<file path="config.mk">
export PLATFORM = sky130hd
export DESIGN_NAME = apb_slave_regfile_flat
export DESIGN_NICKNAME = d
export VERILOG_FILES = /design/src/rtl/apb_slave_regfile_if.sv /design/src/rtl/apb_slave_regfile.sv /design/src/flat_wrapper.sv
export SDC_FILE = /design/constraint.sdc
export NUM_CORES = 1
export LEC_CHECK = 0
export CORE_UTILIZATION = 39
export CTS_CLUSTER_DIAMETER = 50
export CTS_CLUSTER_SIZE = 14
export DETAILED_ROUTE_END_ITERATION = 10
export DONT_BUFFER_PORTS = 1
export PLACE_DENSITY = 0.59
export SLEW_MARGIN = 20
export SYNTH_ARGS = -nofsm -noshare
export SYNTH_HDL_FRONTEND = slang
export SYNTH_SLANG_ARGS = --single-unit
</file>
<file path="constraint.sdc">
create_clock -name i_hclk -period 19.5 [get_ports i_hclk]
set_input_delay 3.9 -clock i_hclk [delete_from_list [all_inputs] [get_ports i_hclk]]
set_output_delay 3.9 -clock i_hclk [all_outputs]
set_load 0.1 [all_outputs]
</file>
<file path="src/rtl/apb_slave_regfile_if.sv">
// APB completer-side bus bundle for apb_slave_regfile.
//   psel, penable, pwrite  - select, access-phase flag, direction (1 = write)
//   paddr, pwdata          - byte address (local offset) and write data
//   prdata, pready, pslverr - read data, completion strobe, error response
// Modports: master drives the request, slave drives the response.
interface apb_slave_regfile_if #(
  parameter int unsigned WIDTH = 32
);
  logic             psel;
  logic             penable;
  logic             pwrite;
  logic [WIDTH-1:0] paddr;
  logic [WIDTH-1:0] pwdata;
  logic [WIDTH-1:0] prdata;
  logic             pready;
  logic             pslverr;

  modport master (
    output psel, penable, pwrite, paddr, pwdata,
    input  prdata, pready, pslverr
  );

  modport slave (
    input  psel, penable, pwrite, paddr, pwdata,
    output prdata, pready, pslverr
  );
endinterface

</file>
<file path="src/rtl/apb_slave_regfile.sv">
// APB completer backed by a bank of DEPTH x WIDTH word registers, one instance per Pselx bit.
// Inserts WAIT_STATES wait cycles (Pready low) before each completion and flags misaligned or
// out-of-range accesses with Pslverr. Pready/Pslverr/Prdata are registered.
// Ports:
//   i_hclk    - clock, all state on the rising edge
//   i_hreset  - asynchronous, active-high reset
//   io_apb    - apb_slave_regfile_if.slave: psel/penable/pwrite/paddr/pwdata in,
//               prdata/pready/pslverr out
// Optional build macro APB_SLAVE_RO_ID_EN: register 0 becomes a read-only ID register
// (reads return 32'hA5B0_0001 sized to WIDTH, writes to it are rejected with Pslverr).
module apb_slave_regfile #(
  parameter int unsigned WIDTH       = 32,
  parameter int unsigned DEPTH       = 16,
  parameter int unsigned WAIT_STATES = 1
) (
  input  logic                 i_hclk,
  input  logic                 i_hreset,
  apb_slave_regfile_if.slave   io_apb
);

  localparam int unsigned AW = $clog2(DEPTH);
  // Counter preload: counts down to zero over WAIT_STATES cycles in StWait.
  localparam logic [3:0] WaitLoad = (WAIT_STATES > 0) ? 4'(WAIT_STATES - 1) : 4'd0;

  typedef enum logic [1:0] {StIdle, StSetup, StWait, StAccess} state_e;

  state_e           r_state;
  logic [3:0]       r_wait_cnt;
  logic [WIDTH-1:0] r_addr;
  logic [WIDTH-1:0] r_wdata;
  logic             r_write;
  logic [WIDTH-1:0] r_prdata;
  logic             r_pready;
  logic             r_pslverr;
  logic [WIDTH-1:0] r_mem [DEPTH];

  state_e           w_phase;
  state_e           w_state_d;
  logic [3:0]       w_cnt_d;
  logic             w_setup;
  logic [WIDTH-1:0] w_cur_addr;
  logic             w_cur_write;
  logic [AW-1:0]    w_idx;
  logic [AW-1:0]    w_wr_idx;
  logic             w_addr_err;
  logic             w_err;
  logic             w_we;
  logic [WIDTH-1:0] w_rd_data;
  logic             w_pready_d;
  logic             w_pslverr_d;
  logic [WIDTH-1:0] w_prdata_d;

  // The setup phase is recognised in the very cycle the master presents it, so the registered
  // state only holds Idle/Wait/Access. Access always returns to Idle, and a new setup is taken
  // from Idle in the same cycle, so back-to-back transfers need no gap cycle.
  assign w_setup = io_apb.psel && !io_apb.penable && (r_state == StIdle);
  assign w_phase = w_setup ? StSetup : r_state;

  always_comb begin
    w_state_d = r_state;
    w_cnt_d   = r_wait_cnt;
    unique case (w_phase)
      StIdle: w_state_d = StIdle;
      StSetup: begin
        if (WAIT_STATES > 0) begin
          w_state_d = StWait;
          w_cnt_d   = WaitLoad;
        end else begin
          w_state_d = StAccess;
        end
      end
      StWait: begin
        if (!io_apb.psel) begin
          w_state_d = StIdle;  // aborted by the master, nothing is committed
        end else if (r_wait_cnt == 4'd0) begin
          w_state_d = StAccess;
        end else begin
          w_cnt_d = r_wait_cnt - 4'd1;
        end
      end
      StAccess: w_state_d = StIdle;
      default:  w_state_d = StIdle;
    endcase
  end

  // Decode the transfer that is about to enter Access: straight off the bus when there are no
  // wait states (setup -> access in one edge), otherwise from the setup-time latches.
  assign w_cur_addr  = w_setup ? io_apb.paddr  : r_addr;
  assign w_cur_write = w_setup ? io_apb.pwrite : r_write;
  assign w_idx       = w_cur_addr[AW+1:2];
  assign w_addr_err  = (w_cur_addr[1:0] != 2'b00) || ((w_cur_addr >> (AW + 2)) != '0);

`ifdef APB_SLAVE_RO_ID_EN
  localparam logic [31:0] IdValue = 32'hA5B0_0001;
  assign w_err     = w_addr_err || (w_cur_write && (w_idx == '0));
  assign w_rd_data = (w_idx == '0) ? WIDTH'(IdValue) : r_mem[w_idx];
`else
  assign w_err     = w_addr_err;
  assign w_rd_data = r_mem[w_idx];
`endif

  always_comb begin
    w_pready_d  = (w_state_d == StAccess);
    w_pslverr_d = w_pready_d && w_err;
    w_prdata_d  = '0;
    if (w_pready_d && !w_err && !w_cur_write) begin
      w_prdata_d = w_rd_data;
    end
  end

  // Commit on the edge that ends the Pready cycle; Pslverr already holds the error verdict.
  assign w_we     = (r_state == StAccess) && r_write && !r_pslverr;
  assign w_wr_idx = r_addr[AW+1:2];

  always_ff @(posedge i_hclk or posedge i_hreset) begin
    if (i_hreset) begin
      r_state    <= StIdle;
      r_wait_cnt <= 4'd0;
      r_addr     <= '0;
      r_wdata    <= '0;
      r_write    <= 1'b0;
      r_prdata   <= '0;
      r_pready   <= 1'b0;
      r_pslverr  <= 1'b0;
    end else begin
      r_state    <= w_state_d;
      r_wait_cnt <= w_cnt_d;
      r_prdata   <= w_prdata_d;
      r_pready   <= w_pready_d;
      r_pslverr  <= w_pslverr_d;
      if (w_setup) begin
        r_addr  <= io_apb.paddr;
        r_wdata <= io_apb.pwdata;
        r_write <= io_apb.pwrite;
      end
    end
  end

  always_ff @(posedge i_hclk or posedge i_hreset) begin
    if (i_hreset) begin
      for (int unsigned i = 0; i < DEPTH; i++) begin
        r_mem[i] <= '0;
      end
    end else if (w_we) begin
      r_mem[w_wr_idx] <= r_wdata;
    end
  end

  assign io_apb.prdata  = r_prdata;
  assign io_apb.pready  = r_pready;
  assign io_apb.pslverr = r_pslverr;

endmodule
</file>
<file path="src/flat_wrapper.sv">
// flat-port wrapper written by rule: the top's interface ports become plain ports
module apb_slave_regfile_flat 
#(
  parameter int unsigned WIDTH       = 32,
  parameter int unsigned DEPTH       = 16,
  parameter int unsigned WAIT_STATES = 1
)
  (i_hclk, i_hreset, io_apb_psel, io_apb_penable, io_apb_pwrite, io_apb_paddr, io_apb_pwdata, io_apb_prdata, io_apb_pready, io_apb_pslverr);
  apb_slave_regfile_if #(.WIDTH(WIDTH)) io_apb_i ();
  input  logic i_hclk;
  input  logic i_hreset;
  input wire logic [$bits(io_apb_i.psel)-1:0] io_apb_psel;
  input wire logic [$bits(io_apb_i.penable)-1:0] io_apb_penable;
  input wire logic [$bits(io_apb_i.pwrite)-1:0] io_apb_pwrite;
  input wire logic [$bits(io_apb_i.paddr)-1:0] io_apb_paddr;
  input wire logic [$bits(io_apb_i.pwdata)-1:0] io_apb_pwdata;
  output wire logic [$bits(io_apb_i.prdata)-1:0] io_apb_prdata;
  output wire logic [$bits(io_apb_i.pready)-1:0] io_apb_pready;
  output wire logic [$bits(io_apb_i.pslverr)-1:0] io_apb_pslverr;
  assign io_apb_i.psel = io_apb_psel;
  assign io_apb_i.penable = io_apb_penable;
  assign io_apb_i.pwrite = io_apb_pwrite;
  assign io_apb_i.paddr = io_apb_paddr;
  assign io_apb_i.pwdata = io_apb_pwdata;
  assign io_apb_prdata = io_apb_i.prdata;
  assign io_apb_pready = io_apb_i.pready;
  assign io_apb_pslverr = io_apb_i.pslverr;
  apb_slave_regfile #(.WIDTH(WIDTH), .DEPTH(DEPTH), .WAIT_STATES(WAIT_STATES)) u_core (.i_hclk(i_hclk), .i_hreset(i_hreset), .io_apb(io_apb_i));
endmodule
</file>
==> parameters.txt, run 1 <==
Parameter                              Value

Setup path
  Data required time of the worst path    around 20,000 ps
  Worst path max stage delay    ~730 ps
  CP Max Fanout    99
  Cell with the largest stage delay on the worst path    buf_6
  Startpoint types    primary input
  Sum of buffers and inverters on the critical path    3
  Critical path cell sequence    nor4b_4 -> mux2i_4 -> inv_8 -> buf_6 -> buf_4 -> mux2i_1 -> a32oi_1 -> nand3_1 -> o21ai_1
  Worst EP arrival    between 7000 and 8000 ps
  Delay-heaviest family, CP    buffers and inverters
  Type of the setup path with the least slack    primary input to flop
  Critical Path End Type    flop

Min path
  Path type of the worst min-delay path    flop to flop

CTS
  Post-CTS Resized    0
  TritonCTS buffer count    69
  Clock latency of the later-clocked register in the worst-skew pair    between 500 and 600 ps
  CTS Root Cell    clkbuf_16
  Post-CTS setup repair buffer count    0
  Number of hold buffers added after cts    0
  Bufs on Longest Clock Path    3
  Clock tree from TritonCTS    done
  Total number of clock tree sinks    about 600
  Deepest level of the CTS H-tree    3
  Clk slew on worst S/H paths    roughly 60 ps

Drt
  Routed wire length    approximately 70 mm
  Iter 0 DRT Violations    ~1.1k
  Detailed-router iteration count before antenna repair    4
  Detailed-route wire length per cell    22.6 um
  Final ANT Viol Nets    0
  Vias per cell    ~5.5
  Vias after detailed routing    17.1k
  Remaining design rule violation count    0

Timing
  Unrepaired setup endpoints after global routing    no
  Max-slew headroom    0.232
  Min Tclk post-route    between 7000 and 8000 ps
  Number of failing setup endpoints in the final timing report    0
  Summed negative setup slack over all endpoints    0 ps
  Number of hold violations in the final report    0
  Final-report max-slew violation count    0
  Actual slew at the worst max-slew pin    roughly 1100 ps
  Final worst clock skew    roughly 17 ps
  Period utilization    0.363
  Maximum clock rate    between 100 and 150 MHz

Cells and area
  Share of post-route cells with drive strength above 1    0.304
  Number of nets in the final layout    between 2k and 2.5k
  Count of antenna diodes in the layout    0
  Area of all placed cells without fillers    about 0.03 sq mm
  Total of fill cells in the finished design    between 6k and 7k
  Layout-stage area growth over the synthesis result    12.1%

Yosys
  YS warnings    0
  Number of flops mapped to enable cells by yosys    0
  Synthesized area divided by synthesized cell count    ~12 sq um
  Nets in the synthesized netlist    about 2.3k
  Distinct cell type count of the synthesized netlist    38
  Number of register bits inferred by synthesis    roughly 620
  Fraction of registers with async set/reset    1.00
  Seq/Total Area, Yosys    0.571
  Dominant register cell in the synthesized netlist    dfrtp_1
  Synthesized area    ~0.027 sq mm
  Synthesized netlist cell count    between 2k and 2.5k

GRT
  Antenna violations before repair    1
  Residual overflow from global routing    0
  Global-route wire length before repair    between 100 and 150 mm
  Pin count of the biggest net entering global routing    182
  Via count of the first global-routing pass    about 18k
  GRT Overall Usage    0.203

Pwr
  Leakage component of the power    approximately 14 nW
  Comb power frac    0.257
  Worst voltage drop across the vdd grid    0.0803 mV
  Power density over the cells    between 100 and 150 mW/mm^2
  Net switching power    1.54 mW
  Switching Fraction    0.347
  Clock power frac    0.301
  Portion of total power attributed to sequential cells    0.443
  Internal portion of total power    a little under 3 mW

Flow run
  # Max-Cap Violations    0

Placement
  Total cell area at the placement stage    roughly 0.028 sq mm
  PortBufs    0
  RePlAce Congestion    0.741
  Post-DP HPWL    39.3 mm

Die
  Vertical extent of the die    about 270 um
  Die X    ~270 um
  I/O pins    slightly above 100
  Total number of placement rows    96
  Starting utilization of the core area    0.394
  Die Footprint    just over 0.07 sq mm
  Core area    just under 0.07 sq mm

Status
  Run status    complete, no violations
## cell families (layout without fill, tap and decap cells)
logic type / Yosys count / count (layout) / synth area share
buf+inv: 178 / 165 / 0.0268
simple gates: 578 / 578 / 0.0874
fa+ha+maj: 3 / 3 / 0.00139
compound gates: 170 / 170 / 0.0498
flops: 617 / 617 / 0.571
mux: 644 / 644 / 0.263
xor+xnor: 2 / 2 / 0.000648
## layer usage
metal | GRT usage | wire [um] | vias up
met5 | 0 | 13 | -
met4 | 0.0623 | 1790 | 2
met3 | 0.0377 | 3250 | 111
met2 | 0.333 | 33400 | 343
met1 | 0.272 | 32000 | 9002
li1 | - | - | 7610
## metrics by stage
step / hold slack (ps) / power (mW) / std cells / worst slack [ps] / util
2_1_floorplan: 446 / 2.76 / 2192 / 7180 / -
3_3_place_gp: 461 / 3.07 / 2990 / 11670 / 0.407
3_5_place_dp: 467 / 3.12 / 2990 / 11570 / 0.407
4_1_cts: 481 / 4.47 / 3109 / 12200 / 0.441
5_1_grt: 507 / 4.67 / 3110 / 12270 / 0.442
6_report: 478 / 4.43 / 3110 / 12430 / 0.442
## power groups by stage
stage / clock network (mW) / logic (mW) / registers, mW
after CTS: 1.37 / 1.15 / 1.96
after global routing: 1.42 / 1.24 / 2.02
final: 1.33 / 1.14 / 1.96
after floorplan: 0 / 0.946 / 1.81
after detailed placement: 0 / 1.14 / 1.98
after global placement: 0 / 1.12 / 1.96
## area by class of cell
cell class                 count  area, sq um  area share
sequential                   617        15400       0.510
clock buffer                  83         1910      0.0632
timing repair buffer          37          314      0.0104
inverter                       9         45.0     0.00149
clock inverter                36          422      0.0139
multi-input combinational   1397        11000       0.363
tap                          931         1160      0.0384
## cell usage in the layout (no fill, tap or decap), types with 3 or more instances in the layout
cell,count
a21oi_1,3
a32oi_1,128
and3_1,5
buf_4,34
bufinv_16,6
clkbuf_1,5
clkbuf_16,73
clkbuf_8,5
clkinv_2,6
clkinv_4,7
clkinvlp_4,8
dfrtp_1,617
ha_1,3
inv_1,5
inv_6,8
mux2_1,30
mux2_2,482
mux2i_1,129
nand2_1,481
nand2b_1,4
nand3_1,32
nand3_2,3
nor2_1,8
nor2_4,11
nor2b_1,3
nor3_1,5
nor4_1,10
o21ai_0,4
o21ai_1,32
## flip-flops by register name (all words and copies together), names as in the netlist
signal                 flops
u_core.io_apb.prdata      32
u_core.io_apb.pready       1
u_core.io_apb.pslverr      1
u_core.r_addr             32
u_core.r_mem             512
u_core.r_state             2
u_core.r_wait_cnt          4
u_core.r_wdata            32
u_core.r_write             1
## synth_stat cells (all sizes together) (2+ instances only)
master,number,area share
a21oi,3,0.00056
a32oi,128,0.041
and3,5,0.0012
and4,2,0.00065
buf,62,0.011
clkbuf,107,0.015
dfrtp,617,0.57
ha,3,0.0014
inv,9,0.0012
mux2,512,0.21
mux2i,132,0.049
nand2,483,0.067
nand2b,4,0.00093
nand3,35,0.0065
nand3b,2,0.00056
nand4,2,0.00046
nor2,21,0.0042
nor2b,3,0.00069
nor3,6,0.0011
nor4,10,0.0023
o21ai,36,0.0067
xor2,2,0.00065
## final timing paths
check                                  startpoint                       end  slack, ps  cells after the start
max in group asynchronous                i_hreset          u_core.r_mem[89]      13360                      4
worst max register to register  u_core.r_state[1]  u_core.io_apb.prdata[16]      15240                      9
min in group asynchronous                i_hreset   u_core.io_apb.prdata[7]       3110                      1
worst min register to register  u_core.r_addr[30]         u_core.r_addr[30]        480                      2
worst max-delay path               io_apb_penable  u_core.io_apb.prdata[16]      12430                      9
worst min-delay path            u_core.r_addr[30]         u_core.r_addr[30]        480                      2
## worst reg2reg max path, stage by stage, from the launching register on
cell	delay [ps]
dfrtp_1	460
nor4b_4	520
mux2i_4	330
inv_8	660
buf_6	750
buf_4	820
mux2i_1	300
a32oi_1	70
nand3_1	120
o21ai_1	80
No activity file was read; power rests on OpenSTA's default activity.
==> run 2: changes to the inputs <==
Clock period 19.5 ns to 6.2 ns, I/O delays scaled along.
==> parameters.txt, run 2 (same netlist as run 1, synthesis figures left out) <==
Parameter                              Value

Flow run
  # Max-Cap Violations    0

Die
  Total number of placement rows    96
  Die Footprint    about 0.070 sq mm
  Core area    ~0.07 sq mm
  Starting utilization of the core area    0.394
  I/O pins    approximately 100
  Die X    265 um
  Vertical extent of the die    ~270 um

Cells and area
  Share of post-route cells with drive strength above 1    0.303
  Area of the multi-input gates    around 0.011 sq mm
  Layout-stage area growth over the synthesis result    12.4%
  Core Util, Final    0.443
  Total of fill cells in the finished design    around 6.2k
  Flip-flop count of the largest register, all copies and words added    about 510
  Sequential cell area in the final layout    ~0.015 sq mm
  Largest Register    u_core.r_mem
  Count of antenna diodes in the layout    0
  Commonest cells after routing, fill and taps aside    dfrtp_1, mux2_2, nand2_1
  Area of all placed cells without fillers    between 0.03 and 0.04 sq mm
  Most common cell after layout, fill and taps aside    dfrtp_1
  Number of nets in the final layout    2,205

Pwr
  Leakage component of the power    roughly 14 nW
  Worst voltage drop across the vdd grid    around 0.38 mV
  Power density over the cells    around 460 mW/mm^2
  Total design power    approximately 14 mW

CTS
  TritonCTS buffer count    between 60 and 70
  Post-CTS setup repair buffer count    0
  Total number of clock tree sinks    617
  Deepest level of the CTS H-tree    3
  Post-CTS Resized    0
  Clk slew on worst S/H paths    about 60 ps
  Number of hold buffers added after cts    0
  Bufs on Longest Clock Path    3
  Clock tree from TritonCTS    done
  Clock latency of the later-clocked register in the worst-skew pair    about 590 ps
  CTS Root Cell    clkbuf_16

Min path
  Source of the worst hold timing path    u_core.r_addr[17]
  Path type of the worst min-delay path    flop to flop
  Hold depth    2

Timing
  Max-slew headroom    0.293
  Period utilization    0.585
  Number of hold violations in the final report    0
  Final-report max-slew violation count    0
  Min Tclk post-route    between 3000 and 4000 ps
  Maximum clock rate    276 MHz
  Actual slew at the worst max-slew pin    1060 ps
  Fin worst setup slack    ~2600 ps
  Final worst clock skew    about 17 ps
  Number of failing setup endpoints in the final timing report    0
  Unrepaired setup endpoints after global routing    no

GRT
  Global-route wire length before repair    around 110 mm
  GRT Overall Usage    0.201
  Residual overflow from global routing    0
  Antenna violations before repair    0
  Via count of the first global-routing pass    between 15k and 20k
  Pin count of the biggest net entering global routing    171

Setup path
  Cell with the largest stage delay on the worst path    inv_8
  R2R Path Start    u_core.io_apb.pslverr
  Cell mode on critical path    buf_4
  CP Max Fanout    94
  Startpoint types    primary input
  Type of the setup path with the least slack    primary input to flop
  Worst path max stage delay    between 500 and 600 ps
  Data required time of the worst path    around 6700 ps
  Critical Path End Type    flop
  Launching instance or port of the critical path    io_apb_penable
  Worst EP arrival    4130 ps
  Path depth of the worst reg2reg path    6
  Critical path cell sequence    nor4b_4 -> buf_4 -> mux2i_4 -> inv_8 -> buf_4 -> nand2_1 -> a32oi_1 -> nand3_1 -> o21ai_1

Placement
  Total cell area at the placement stage    0.0280 sq mm
  RePlAce Congestion    between 0.7 and 0.8
  Post-DP HPWL    39.1 mm
  PortBufs    0
  Minimum setup slack after placement    1890 ps

Drt
  Final ANT Viol Nets    0
  Detailed-route wire length per cell    22.4 um
  Routed wire length    roughly 70 mm
  Iter 0 DRT Violations    roughly 980
  Remaining design rule violation count    0
  Vias after detailed routing    17.0k
  Vias per cell    5.47
  Detailed-router iteration count before antenna repair    5

Status
  Run status    complete, no violations
==> run 2: cell types whose count changed in the layout (fill, tap and decap cells not counted), moves of 2 or more <==
cell	previous run	this run
clkinv_4	7	1
buf_12	1	6
bufinv_16	6	8
clkbuf_1	5	7
clkbuf_16	73	71
clkbuf_8	5	7
clkinv_8	1	3
clkinvlp_4	8	6
==> run 2: critical path: cells and delay by family <==
kind / cells / cell delay (ps)
muxes: 1 / 190
buffers and inverters: 3 / 1630
and+or+nand+nor: 3 / 550
AOI/OAI and AO/OA: 2 / 400
==> run 2: path summary, 6_finish.rpt <==
| path | endpoint | slack (ps) |
|---|---|---|
| max | u_core.io_apb.prdata[24] | 2570 |
| min | u_core.r_addr[17] | 480 |
| max reg2reg | u_core.r_mem[56] | 2660 |
| min reg2reg | u_core.r_addr[17] | 480 |
| max in group asynchronous | u_core.r_mem[49] | 4000 |
| min in group asynchronous | u_core.r_wdata[7] | 720 |
==> run 2: per-stage QoR <==
step                instances  TNS [ps]  hold slack [ps]
floorplan                2192  -2135450              446
global placement         2995         0              460
detailed placement       2995         0              464
CTS                      3111         0              478
global route             3111         0              501
finish                   3111         0              477
==> run 2: power by group <==
part | total [mW] | switching (mW) | internal, mW | leakage, nW
Sequential | 6.16 | 1.05 | 5.11 | 8.46
Combinational | 3.62 | 2.07 | 1.55 | 4.86
Clock | 4.23 | 1.70 | 2.53 | 1.13
Total | 14.0 | 4.82 | 9.19 | 14.5
==> run 2: metal layers <==
metal  GRT usage  part of all wire
met5           0                 0
met1       0.274              0.46
met4      0.0675             0.026
met3      0.0322             0.041
met2       0.326              0.47
==> run 2: layout make-up <==
| type | instances | area share |
|---|---|---|
| well taps | 931 | 0.0383 |
| clock buffers | 85 | 0.0625 |
| flip-flops and latches | 617 | 0.508 |
| clock inverters | 31 | 0.0145 |
| repair buffers | 41 | 0.0126 |
| inverters | 9 | 0.00148 |
| multi-input cells | 1397 | 0.362 |
==> run 3: changes to the inputs <==
Settings changed: PLACE_DENSITY 0.59 to 0.57.
Clock period 6.2 ns to 3.55 ns, I/O delays scaled along.
==> parameters.txt, run 3 (same netlist as run 1, synthesis figures left out) <==
Parameter                              Value

Setup path
  Critical path cell sequence    or4b_4 -> buf_4 -> and3_1 -> o2111ai_1 -> a21oi_1 -> nand2_2 -> buf_12 -> o21ai_1
  Startpoint types    flop
  Endpoint of the worst-slack reg-to-reg timing path    u_core.io_apb.prdata[5]
  Cell with the largest stage delay on the worst path    or4b_4
  R2r setup slk    ~800 ps
  Type of the setup path with the least slack    flop to flop
  Data required time of the worst path    between 4000 and 5000 ps
  Delay-heaviest family, CP    simple AND/OR/NAND/NOR gates
  Worst path max stage delay    600 ps
  Worst EP arrival    between 3000 and 4000 ps
  Sum of buffers and inverters on the critical path    2
  CP Max Fanout    47
  Critical Path End Type    flop
  Path depth of the worst reg2reg path    8
  R2R Path Start    u_core.r_state[1]

Placement
  Post-DP HPWL    between 40 and 50 mm
  PortBufs    0
  RePlAce Congestion    between 0.7 and 0.8
  Instance count after placement with tap cells included    approximately 3k

CTS
  TritonCTS buffer count    between 70 and 80
  Total number of clock tree sinks    617
  Bufs on Longest Clock Path    3
  Post-CTS setup repair buffer count    0
  Clock latency of the later-clocked register in the worst-skew pair    around 620 ps
  Post-CTS Resized    0
  Clock tree from TritonCTS    done
  Number of hold buffers added after cts    0
  Clk slew on worst S/H paths    about 60 ps
  Deepest level of the CTS H-tree    3
  CTS Root Cell    clkbuf_16

Pwr
  Internal portion of total power    16.3 mW
  Leakage component of the power    about 15 nW
  Power density over the cells    807 mW/mm^2
  Worst voltage drop across the vdd grid    0.507 mV
  Total design power    24.9 mW
  Switching Fraction    0.346
  Portion of total power attributed to sequential cells    0.430
  Net switching power    8.64 mW
  Clock power frac    0.303
  Comb power frac    0.267

Cells and area
  Largest Register    u_core.r_mem
  Count of antenna diodes in the layout    0
  Most common cell after layout, fill and taps aside    dfrtp_1
  Post-layout instance count excluding filler cells    approximately 3.1k
  Core Util, Final    0.451
  Layout-stage area growth over the synthesis result    14.4%
  Number of nets in the final layout    2,233
  Flip-flop count of the largest register, all copies and words added    slightly above 500
  Commonest cells after routing, fill and taps aside    dfrtp_1, mux2_2, nand2_1
  Share of post-route cells with drive strength above 1    0.315

Drt
  Detailed-router iteration count before antenna repair    5
  Iter 0 DRT Violations    roughly 1.2k
  Detailed-route wire length per cell    around 23 um
  Vias after detailed routing    roughly 17k
  Vias per cell    5.48
  Routed wire length    71.3 mm
  Remaining design rule violation count    0
  Final ANT Viol Nets    0

Timing
  Unrepaired setup endpoints after global routing    no
  Min Tclk post-route    2750 ps
  Number of failing setup endpoints in the final timing report    0
  Actual slew at the worst max-slew pin    between 1000 and 1500 ps
  Period utilization    0.773
  Final worst clock skew    around 23 ps
  Final-report max-slew violation count    0
  Max-slew headroom    0.327
  Maximum clock rate    364 MHz
  Hold WS    between 150 and 200 ps
  Number of hold violations in the final report    0

Die
  Total number of placement rows    96
  Vertical extent of the die    265 um
  Die X    roughly 270 um
  I/O pins    a little over 100
  Core area    approximately 0.07 sq mm
  Die Footprint    just over 0.07 sq mm
  Starting utilization of the core area    0.394

Flow run
  # Max-Cap Violations    0

GRT
  GRT Overall Usage    0.208
  Via count of the first global-routing pass    between 15k and 20k
  Pin count of the biggest net entering global routing    around 130
  Residual overflow from global routing    0
  Global-route wire length before repair    between 100 and 150 mm
  Antenna violations before repair    0

Min path
  Path type of the worst min-delay path    primary input to async pin

Status
  Run status    complete, no violations
## run 3: cell types whose count changed in the layout (fill, tap and decap cells not counted), moves of 3 or more
cell	before	now
clkbuf_8	7	4
inv_8	2	5
buf_12	6	29
clkinv_4	1	6
clkinvlp_4	6	11
## run 3: routing by layer
metal	track usage	wire, um	up-vias
li1	-	-	7675
met2	0.352	35100	378
met3	0.0334	3110	112
met5	0	0	-
met4	0.0641	1620	0
met1	0.274	31400	9071
## run 3: cell type report
class                   instances  area [sq um]
repair buffers                 65           851
clock inverters                46           553
flip-flops and latches        617         15400
inverters                       9          45.0
clock buffers                  81          1880
fillers                      6216         37700
multi-input cells            1397         11000
well taps                     931          1160
## run 3: through the flow
stage | area [sq um] | setup slack, ps | TNS (ps)
4_1_cts | 30900 | 804 | 0
3_5_place_dp | 28500 | 557 | 0
3_3_place_gp | 28500 | 579 | 0
5_1_grt | 30900 | 658 | 0
6_report | 30900 | 804 | 0
2_1_floorplan | 27000 | -5580 | -3443490
## run 3: how the worst max path moves through the flow
stage	to	depth (start not counted)	from
after floorplan	u_core.io_apb.prdata[0]	1	i_hreset
after global placement	u_core.io_apb.prdata[22]	8	io_apb_penable
after detailed placement	u_core.io_apb.prdata[16]	8	io_apb_penable
after CTS	u_core.io_apb.prdata[5]	8	u_core.r_state[1]
after global routing	u_core.io_apb.prdata[4]	8	u_core.r_state[1]
final	u_core.io_apb.prdata[5]	8	u_core.r_state[1]
## run 3: power groups by stage
stage | combinational, mW | clock, mW | sequential, mW
after floorplan | 5.20 | 0 | 9.97
after global placement | 6.56 | 0 | 10.7
after detailed placement | 6.71 | 0 | 10.8
after CTS | 6.73 | 7.73 | 10.7
after global routing | 7.29 | 8.02 | 11.1
final | 6.67 | 7.55 | 10.7
